<file path="src/rtl/mem_arbiter.sv">
// Byte-serial owner of the RAM/IO port, shared round-robin between instruction fetch and load/store.
// Word fetch ready 5 cycles after grant; stores hold while IO buffer is full; rdy_in low freezes everything.
module mem_arbiter #(
   parameter logic [31:0] IO_BASE = 32'h0003_0000
) (
   input  logic        clk_in,
   input  logic        rst_in,
   input  logic        rdy_in,
   input  logic [7:0]  mem_din,
   output logic [7:0]  mem_dout,
   output logic [31:0] mem_a,
   output logic        mem_wr,
   input  logic        io_buffer_full,
   input  logic        if_valid,
   input  logic [31:0] if_addr,
   output logic [31:0] if_result,
   output logic        if_ready,
   input  logic        ls_valid,
   input  logic        ls_wr,
   input  logic [1:0]  ls_size,
   input  logic        ls_signed,
   input  logic [31:0] ls_addr,
   input  logic [31:0] ls_wdata,
   output logic        ls_ready,
   output logic [31:0] ls_result,
   input  logic        clear
);

   localparam logic [1:0] S_IDLE  = 2'd0;
   localparam logic [1:0] S_READ  = 2'd1;
   localparam logic [1:0] S_WRITE = 2'd2;
   localparam logic [1:0] S_DONE  = 2'd3;
   localparam logic OWN_IF = 1'b0;
   localparam logic OWN_LS = 1'b1;

   logic [1:0]  state;
   logic [2:0]  cnt;
   logic [2:0]  len;
   logic [31:0] addr;
   logic [31:0] wdata;
   logic [31:0] lanes;
   logic        sgn;
   logic        is_wr;
   logic        owner;
   logic        last_grant;

   logic [31:0] cur_addr;
   logic        stall;
   logic        if_flush;
   logic        if_req;
   logic        grant_ls;
   logic        grant_if;
   logic [2:0]  ls_len;
   logic [7:0]  wr_byte;
   logic [31:0] ext;

   assign cur_addr = addr + {29'd0, cnt};
   assign stall    = (state == S_WRITE) && (cur_addr >= IO_BASE) && io_buffer_full;
   assign if_flush = clear && (owner == OWN_IF) && ((state == S_READ) || (state == S_DONE));

   // A flush in IDLE only blocks the fetcher; the load/store side may still win.
   assign if_req   = if_valid && !clear;
   assign grant_ls = ls_valid && (!if_req || (last_grant == OWN_IF));
   assign grant_if = if_req && !grant_ls;

   always_comb begin
      case (ls_size)
         2'b00:   ls_len = 3'd1;
         2'b01:   ls_len = 3'd2;
         default: ls_len = 3'd4;
      endcase
   end

   always_comb begin
      case (cnt[1:0])
         2'd0:    wr_byte = wdata[7:0];
         2'd1:    wr_byte = wdata[15:8];
         2'd2:    wr_byte = wdata[23:16];
         default: wr_byte = wdata[31:24];
      endcase
   end

   always_comb begin
      case (len)
         3'd1:    ext = {{24{sgn & lanes[7]}}, lanes[7:0]};
         3'd2:    ext = {{16{sgn & lanes[15]}}, lanes[15:0]};
         default: ext = lanes;
      endcase
   end

   // Once every address is issued the bus goes quiet, so no extra IO read happens.
   assign mem_a    = (((state == S_READ) || (state == S_WRITE)) && (cnt < len)) ? cur_addr : 32'd0;
   assign mem_wr   = (state == S_WRITE) && rdy_in && !stall;
   assign mem_dout = (state == S_WRITE) ? wr_byte : 8'd0;

   assign if_ready  = (state == S_DONE) && (owner == OWN_IF) && rdy_in && !clear;
   assign ls_ready  = (state == S_DONE) && (owner == OWN_LS) && rdy_in;
   assign if_result = if_ready ? lanes : 32'd0;
   assign ls_result = (ls_ready && !is_wr) ? ext : 32'd0;

   always_ff @(posedge clk_in or posedge rst_in) begin
      if (rst_in) begin
         state      <= S_IDLE;
         cnt        <= 3'd0;
         len        <= 3'd0;
         addr       <= 32'd0;
         wdata      <= 32'd0;
         lanes      <= 32'd0;
         sgn        <= 1'b0;
         is_wr      <= 1'b0;
         owner      <= OWN_IF;
         last_grant <= OWN_IF;
      end else if (rdy_in) begin
         case (state)
            S_IDLE: begin
               cnt   <= 3'd0;
               lanes <= 32'd0;
               if (grant_ls) begin
                  owner      <= OWN_LS;
                  last_grant <= OWN_LS;
                  addr       <= ls_addr;
                  len        <= ls_len;
                  wdata      <= ls_wdata;
                  sgn        <= ls_signed;
                  is_wr      <= ls_wr;
                  state      <= ls_wr ? S_WRITE : S_READ;
               end else if (grant_if) begin
                  owner      <= OWN_IF;
                  last_grant <= OWN_IF;
                  addr       <= if_addr;
                  len        <= 3'd4;
                  wdata      <= 32'd0;
                  sgn        <= 1'b0;
                  is_wr      <= 1'b0;
                  state      <= S_READ;
               end
            end
            S_READ: begin
               if (if_flush) begin
                  state <= S_IDLE;
                  cnt   <= 3'd0;
               end else begin
                  // mem_din now holds the byte addressed one cycle earlier.
                  case (cnt)
                     3'd1:    lanes[7:0]   <= mem_din;
                     3'd2:    lanes[15:8]  <= mem_din;
                     3'd3:    lanes[23:16] <= mem_din;
                     3'd4:    lanes[31:24] <= mem_din;
                     default: ;
                  endcase
                  if (cnt == len) state <= S_DONE;
                  else            cnt   <= cnt + 3'd1;
               end
            end
            S_WRITE: begin
               if (!stall) begin
                  if (cnt == len - 3'd1) state <= S_DONE;
                  else                   cnt   <= cnt + 3'd1;
               end
            end
            default: begin
               state <= S_IDLE;
               cnt   <= 3'd0;
            end
         endcase
      end
   end

endmodule

</file>
<file path="config.mk">
export PLATFORM = sky130hd
export DESIGN_NAME = mem_arbiter
export DESIGN_NICKNAME = d
export VERILOG_FILES = /design/src/rtl/mem_arbiter.sv
export SDC_FILE = /design/constraint.sdc
export NUM_CORES = 1
export LEC_CHECK = 0
export CORE_ASPECT_RATIO = 0.6
export CORE_MARGIN = 2
export CORE_UTILIZATION = 42
export DETAILED_ROUTE_END_ITERATION = 16
export PLACE_DENSITY = 0.84
export SYNTH_ARGS = -nofsm -noshare
export SYNTH_HDL_FRONTEND = slang
export SYNTH_SLANG_ARGS = --single-unit
export TNS_END_PERCENT = 1
</file>
<file path="constraint.sdc">
create_clock -name clk_in -period 3.4 [get_ports clk_in]
set_input_delay 0.51 -clock clk_in [delete_from_list [all_inputs] [get_ports clk_in]]
set_output_delay 0.51 -clock clk_in [all_outputs]
set_load 0.03 [all_outputs]
</file>
### Word-level counts from Yosys, hierarchy flattened

Index checks and enable logic that the tools add are counted.

* output and inout port bits: 107
* register bits: 107
* word-level logic and storage cells: 117
* bits of input ports: 115

* bitwise gates (word level): 3
* eq/ne operators: 25
* order comparisons: 2
* reduce and logical (&&, ||, !) cells: 36
* $add $sub $neg: 3
* multiplexer cells: 36

Operator list (count)
* $mux 32: 8
* $pmux 32 s2: 2
* $mux 8: 5
* $add 32x3->32: 1
* $ge 32x18->1 const B: 1
* $pmux 8 s3: 1
* $reduce_and 4->1: 5
* $mux 3: 6
* $logic_and 1x1->1: 16
* $mux 2: 7
* $pmux 3 s2: 2
* $ne 2x1->1 const B: 5
* $eq 3x2->1 const B: 3
* $eq 2x1->1 const B: 3
* $eq 2x2->1 const B: 3
* $eq 3x1->1 const B: 2
* $eq 3x3->1: 2
* $logic_not 2->1: 3
* $ne 2x2->1 const B: 3
* $ne 3x3->1 const B: 2
* $pmux 2 s3: 1
* $logic_not 1->1: 5
* $reduce_and 5->1: 1
* $mux 1: 4
* other kinds (10): 14

### Logic depth before layout (Yosys ltp)

* depth after elaboration: 10
* mapped depth: 12
* depth with buffers taken out: 10

### Least setup slack after synthesis

No wires, ideal clock.

* path kind: flip-flop to output port
* from: register cnt[0]
* to: output mem_wr
* stages on the path, launching flop included: 13
* arrival: 2930 ps
* setup slack: -40 ps
* path buffers: 2
* required time: 2890 ps
* cell sequence: dfrtp_1 ha_1 fa_1 a21o_1 nor2b_1 clkbuf_1 and3_1 clkbuf_1 a311oi_1 a31oi_1 nor4_2 nand2b_1 and3_1

* cells in the longest elaborated chain, start to end: 6

Ends and longest elaborated chain
* start: declaration: line 37 `logic [2:0] cnt;`
* start signal: assignment: line 152 `else cnt <= cnt + 3'd1;`
* start signal: assignment: line 158 `else cnt <= cnt + 3'd1;`
* $add 32x3->32: line 57 `assign cur_addr = addr + {29'd0, cnt};`
* $ge 32x18->1: line 58 `assign stall = (state == S_WRITE) && (cur_addr >= IO_BASE) && io_buffer_full;`
* $logic_and 1x1->1 (2 in a row): line 58
* $logic_not 1->1
* $logic_and 1x1->1: line 93 `assign mem_wr = (state == S_WRITE) && rdy_in && !stall;`
* end: declaration: line 12 `output logic mem_wr,`

Every way passes these cells.

### Worst setup path after layout

* from: register addr[0]
* to: output mem_wr

* cells in the longest elaborated chain, start to end: 6

Ends and longest elaborated chain
* start: declaration: line 39 `logic [31:0] addr;`
* start signal: assignment: line 121 `addr <= ls_addr;`
* start signal: assignment: line 130 `addr <= if_addr;`
* $add 32x3->32: line 57
* $ge 32x18->1: line 58
* $logic_and 1x1->1 (2 in a row): line 58
* $logic_not 1->1
* $logic_and 1x1->1: line 93

Every way passes these cells.

==> metrics list <==
- Number of clock sinks: 107
- The path class of the tightest hold or removal check is flop to flop.
* Number of endpoints with negative hold slack in the final report: 0
- Worst path cell trace: ha_4 -> fa_2 -> a21o_1 -> nor2b_4 -> buf_12 -> and3_1 -> a311o_1 -> mux2i_1 -> nor4_2 -> nand2b_1 -> and3_4 -> buf_12
- Final critical-path share of the clock period: 103.8%
- Largest family of logic cells by synthesized area: compound AO/OA/AOI/OAI gates
- At the end of the flow the core is filled with cells to 64.20%.
* CP max-delay cell: sky130_fd_sc_hd__dfrtp_1
- Distinct cell type count after synthesis: 55
- Average footprint of a synthesized cell: 9.273 sq um
* Buffer levels on the longest clock path: 2
* Antenna violation net count after detailed routing: 0
- At the end of routability-driven placement, the weighted congestion stood at 0.8973.
* Total inserted antenna cells: 0
- The count of buffers added on input and output ports is 221.
- HPWL after DPL: 14.83 mm
- Synthesis handed over a netlist of 693 instances.
* Fraction of synthesis flops using an asynchronous set or reset pin: 100.0%
- Global routing finished with a remaining overflow of 0.
- The initial utilization of the core area, before any placement, comes to 43.66%.
- For this block, the via count after detailed routing is 6237.
- Run status: finished with violations
- After detailed routing, the average wire length per cell comes to 18.33 um.
- Of all nets on the critical path, the largest fanout is 5.
- IR drop worst, VDD: 0.0005229 V
* Worst clock skew: 0.009021 ns
- Timing would allow up to 0.2832 GHz.
- Fraction of layout instances using a drive strength above 1: 14.88%
* Critical path endpoint category: output pin
- Along the worst hold path, the cell count comes to 2.
- Count of buffer and inverter cells on the critical path: 2
* Die area: 16340 sq um
* Share of cell area taken by muxes after synthesis: 5.491%
- Setup repair after global routing missed its margin: true
* Crit start category: flop
- Syn_nets: 827
- Share of Yosys cell area claimed by the top area cell type: 41.67%
* Fillers: 1256
* Area of all placed cells without fillers: 9449 sq um
* Total DRC errors in the routed layout: 0
- Setup violations remaining at the end of the flow were counted as 1.
- In this run the static leakage power is 0.004124 uW.
- Tmin final: 3.531 ns
- For this run, the number of Yosys warnings is 0.
- Among cell families on the critical path, the largest total delay comes from simple AND/OR/NAND/NOR gates.
- Measured against its own limit, the worst slew margin works out to 49.21%.
* FF+latch count, synth: 107
* XOR/XNOR Fraction of Synth Area: 4.225%
- Summed over all layers, the routed wires come to 20.52 mm.
* Number of global-route vias before repair: 5939
- Post-layout nets: 1050
- The critical path is of the flop to output pin type.
- TritonCTS built the clock tree.
- Setup slack on the critical path of the routed design comes to -0.1308 ns.
* Most used DFF post-synth: sky130_fd_sc_hd__dfrtp_1
- In this run, synthesis inferred 0 flip-flops with an integrated enable.
* Num ports: 222
- Worst slew pin tran: 0.7611 ns
- Critical path depth in cells: 12
- Max Cap Violations: 0
- From bottom edge to top edge, the die measures 99.82 um.
- In this run the cell area measured after placement is 8835 sq um.
- Ranked by total cell area, the synthesized netlist is headed by sky130_fd_sc_hd__dfrtp_1 42%, sky130_fd_sc_hd__a22o_1 9.4%, sky130_fd_sc_hd__and2_1 5.3%.
* Clock network latency to the later pin of the worst-skew pair: 0.35 ns
- Clock-pin transition on the worst setup and hold timing paths: 0.08 ns
* Post-synth top area cell: sky130_fd_sc_hd__dfrtp_1
- In this run the clock root is driven by a sky130_fd_sc_hd__clkbuf_16.
- Number of H-tree levels: 3
- Before CTS, the worst setup slack after placement is 0.09083 ns.
- Dividing total power by cell area gives a power density of 713.7 nW/um^2.
- The first global-routing pass estimated 31.72 mm of wire.
* Final max-slew violation count: 0
- Of the synthesized area, sequential elements account for 41.67%.
* Largest stage delay on the critical path: 0.41 ns
* Share of synthesized cell area in and, or, nand and nor gates: 19.51%
- Across every metal layer, demand over resource in global routing totals 24.65%.
* Cell depth of the worst flop-to-flop path: 12
- Dividing the detail-routed via count by the number of cells gives 5.574.
- Maximum number of pins on one net before global-route repair: 104
- The mapped netlist covers 6426 sq um.
- Number of buffers added by the clock tree synthesis step: 9
- At the worst endpoint, the arrival time is 3.02 ns.
- First-pass detailed-route iteration total: 6
- Violated checks: negative setup slack
* Compound-cell area share of the yosys netlist: 21.30%
- Worst hold slack: 0.5098 ns
* Relative area change from synthesis to final layout: 47.04%
* Die width: 163.7 um
- After Yosys synthesis, full adders, half adders and majority gates account for 3.816% of the synthesized area.
- The cell that appears most often on the critical path is sky130_fd_sc_hd__buf_12.
- Site Rows: 34
* Initial detailed-routing violation count: 608
- At the worst endpoint, the required time is 2.89 ns.
* Std-Cell Core Area: 14720 sq um
* Initial antenna violation count: 0
## final timing paths
kind	start	to	slack (ns)
max	addr[0]	mem_wr	-0.13
min	is_wr	is_wr	0.51
max reg2reg	addr[0]	state[0]	0.38
min reg2reg	is_wr	is_wr	0.51
max in group asynchronous	rst_in	addr[1]	2.12
min in group asynchronous	rst_in	lanes[17]	0.58
## synthesized netlist by cell type, types with 2 or more instances
cell type and instances:
sky130_fd_sc_hd__a22o_1 69, sky130_fd_sc_hd__o21ai_0 47, sky130_fd_sc_hd__a222oi_1 8, sky130_fd_sc_hd__nor2b_1 8
sky130_fd_sc_hd__a21oi_1 17, sky130_fd_sc_hd__nor4_2 2, sky130_fd_sc_hd__buf_1 3, sky130_fd_sc_hd__and2_1 54
sky130_fd_sc_hd__or3_1 3, sky130_fd_sc_hd__buf_2 3, sky130_fd_sc_hd__nand2_1 72, sky130_fd_sc_hd__inv_1 16
sky130_fd_sc_hd__and4_1 2, sky130_fd_sc_hd__o21ai_1 2, sky130_fd_sc_hd__mux2i_1 33, sky130_fd_sc_hd__ha_1 18
sky130_fd_sc_hd__xnor2_1 18, sky130_fd_sc_hd__o21ba_2 2, sky130_fd_sc_hd__xor2_1 13, sky130_fd_sc_hd__o211ai_1 2
sky130_fd_sc_hd__nor3_1 12, sky130_fd_sc_hd__nand4_1 7, sky130_fd_sc_hd__a31oi_1 4, sky130_fd_sc_hd__nor4_1 4
sky130_fd_sc_hd__a21o_1 4, sky130_fd_sc_hd__nand2b_1 6, sky130_fd_sc_hd__clkbuf_1 44, sky130_fd_sc_hd__nor2_1 41
sky130_fd_sc_hd__nand3_1 14, sky130_fd_sc_hd__and3_1 16, sky130_fd_sc_hd__dfrtp_1 107, sky130_fd_sc_hd__o31a_1 2
sky130_fd_sc_hd__mux2_1 2, sky130_fd_sc_hd__o21a_1 17
## per-layer routing
metal	global-route usage [%]	wire length (um)	vias up
li1	-	-	2929
met1	35.21	9374	3024
met2	37.72	9088	261
met3	6.860	1808	23
met4	4.993	244	0
met5	0	0	-
## power by group
part	internal (uW)	leakage, uW	switching (uW)
Sequential	1760	0.00139	495
Clock	513	0.000140	504
Combinational	1530	0.00259	1940
## per-stage QoR
| stage | TNS, ns | power, uW | instances |
|---|---|---|---|
| 6_report | -0.1308 | 6744 | 1119 |
| 3_5_place_dp | 0 | 5471 | 1079 |
| 4_1_cts | -0.1250 | 6624 | 1109 |
| 2_1_floorplan | 0 | 4245 | 693 |
| 3_3_place_gp | 0 | 5381 | 1079 |
| 5_1_grt | -0.2770 | 7161 | 1119 |
## cell type report
cell class | count | area (sq um) | area share (%)
Timing Repair Buffer | 263 | 2536 | 26.84
Clock buffer | 10 | 229.0 | 2.423
Clock inverter | 6 | 60.06 | 0.6356
Tap cell | 198 | 247.7 | 2.622
Sequential cell | 107 | 2686 | 28.43
Inverter | 16 | 62.56 | 0.6621
Multi-Input combinational cell | 519 | 3627 | 38.39
## state kept, by name, indices dropped and copies added (netlist names)
register    count
lanes          32
is_wr           1
wdata          32
state           2
addr           32
cnt             3
sgn             1
len             3
last_grant      1
## placed cells by master (no fill, tap or decap), types with 5 or more instances in the layout
cell type and instances:
sky130_fd_sc_hd__nand4_1 7, sky130_fd_sc_hd__a21oi_1 16, sky130_fd_sc_hd__xnor2_1 18, sky130_fd_sc_hd__clkdlybuf4s50_1 171, sky130_fd_sc_hd__o21a_1 17, sky130_fd_sc_hd__buf_12 10, sky130_fd_sc_hd__nor2b_1 7, sky130_fd_sc_hd__a22o_1 69
sky130_fd_sc_hd__xor2_1 13, sky130_fd_sc_hd__and2_1 54, sky130_fd_sc_hd__o21ai_0 47, sky130_fd_sc_hd__buf_4 80, sky130_fd_sc_hd__nand3_1 13, sky130_fd_sc_hd__a222oi_1 8, sky130_fd_sc_hd__nand2b_1 5, sky130_fd_sc_hd__mux2i_1 33
sky130_fd_sc_hd__dfrtp_1 100, sky130_fd_sc_hd__inv_1 15, sky130_fd_sc_hd__clkbuf_16 9, sky130_fd_sc_hd__nor3_1 11, sky130_fd_sc_hd__nor2_1 40, sky130_fd_sc_hd__ha_1 15, sky130_fd_sc_hd__dfrtp_2 7, sky130_fd_sc_hd__nand2_1 72
sky130_fd_sc_hd__and3_1 14
## timing repair
item / in CTS / in global routing
hold buffers: 0 / 0
gates resized for setup: 14 / 15
pin swaps: 6 / 14
setup endpoints to repair: 1 / 17
setup buffers: 14 / 10
cloned: 0 / 0
## cell families after synthesis
family                   after synthesis
AND/OR/NAND/NOR                      246
AO/OA/AOI/OAI                        188
flip-flops                           107
buffers and inverters                 67
multiplexers                          35
XOR/XNOR                              31
adder cells (fa/ha/maj)               19
## worst register-to-register path: cells and delay by family, from the launching register on
| family | cells | cell delay (ns) |
|---|---|---|
| muxes | 2 | 0.51 |
| AOI/OAI and AO/OA | 3 | 0.77 |
| adders and majority gates | 2 | 0.55 |
| buffers and inverters | 2 | 0.29 |
| and+or+nand+nor | 3 | 0.39 |
| DFF | 1 | 0.41 |
Power figures use the tool's default switching activity.
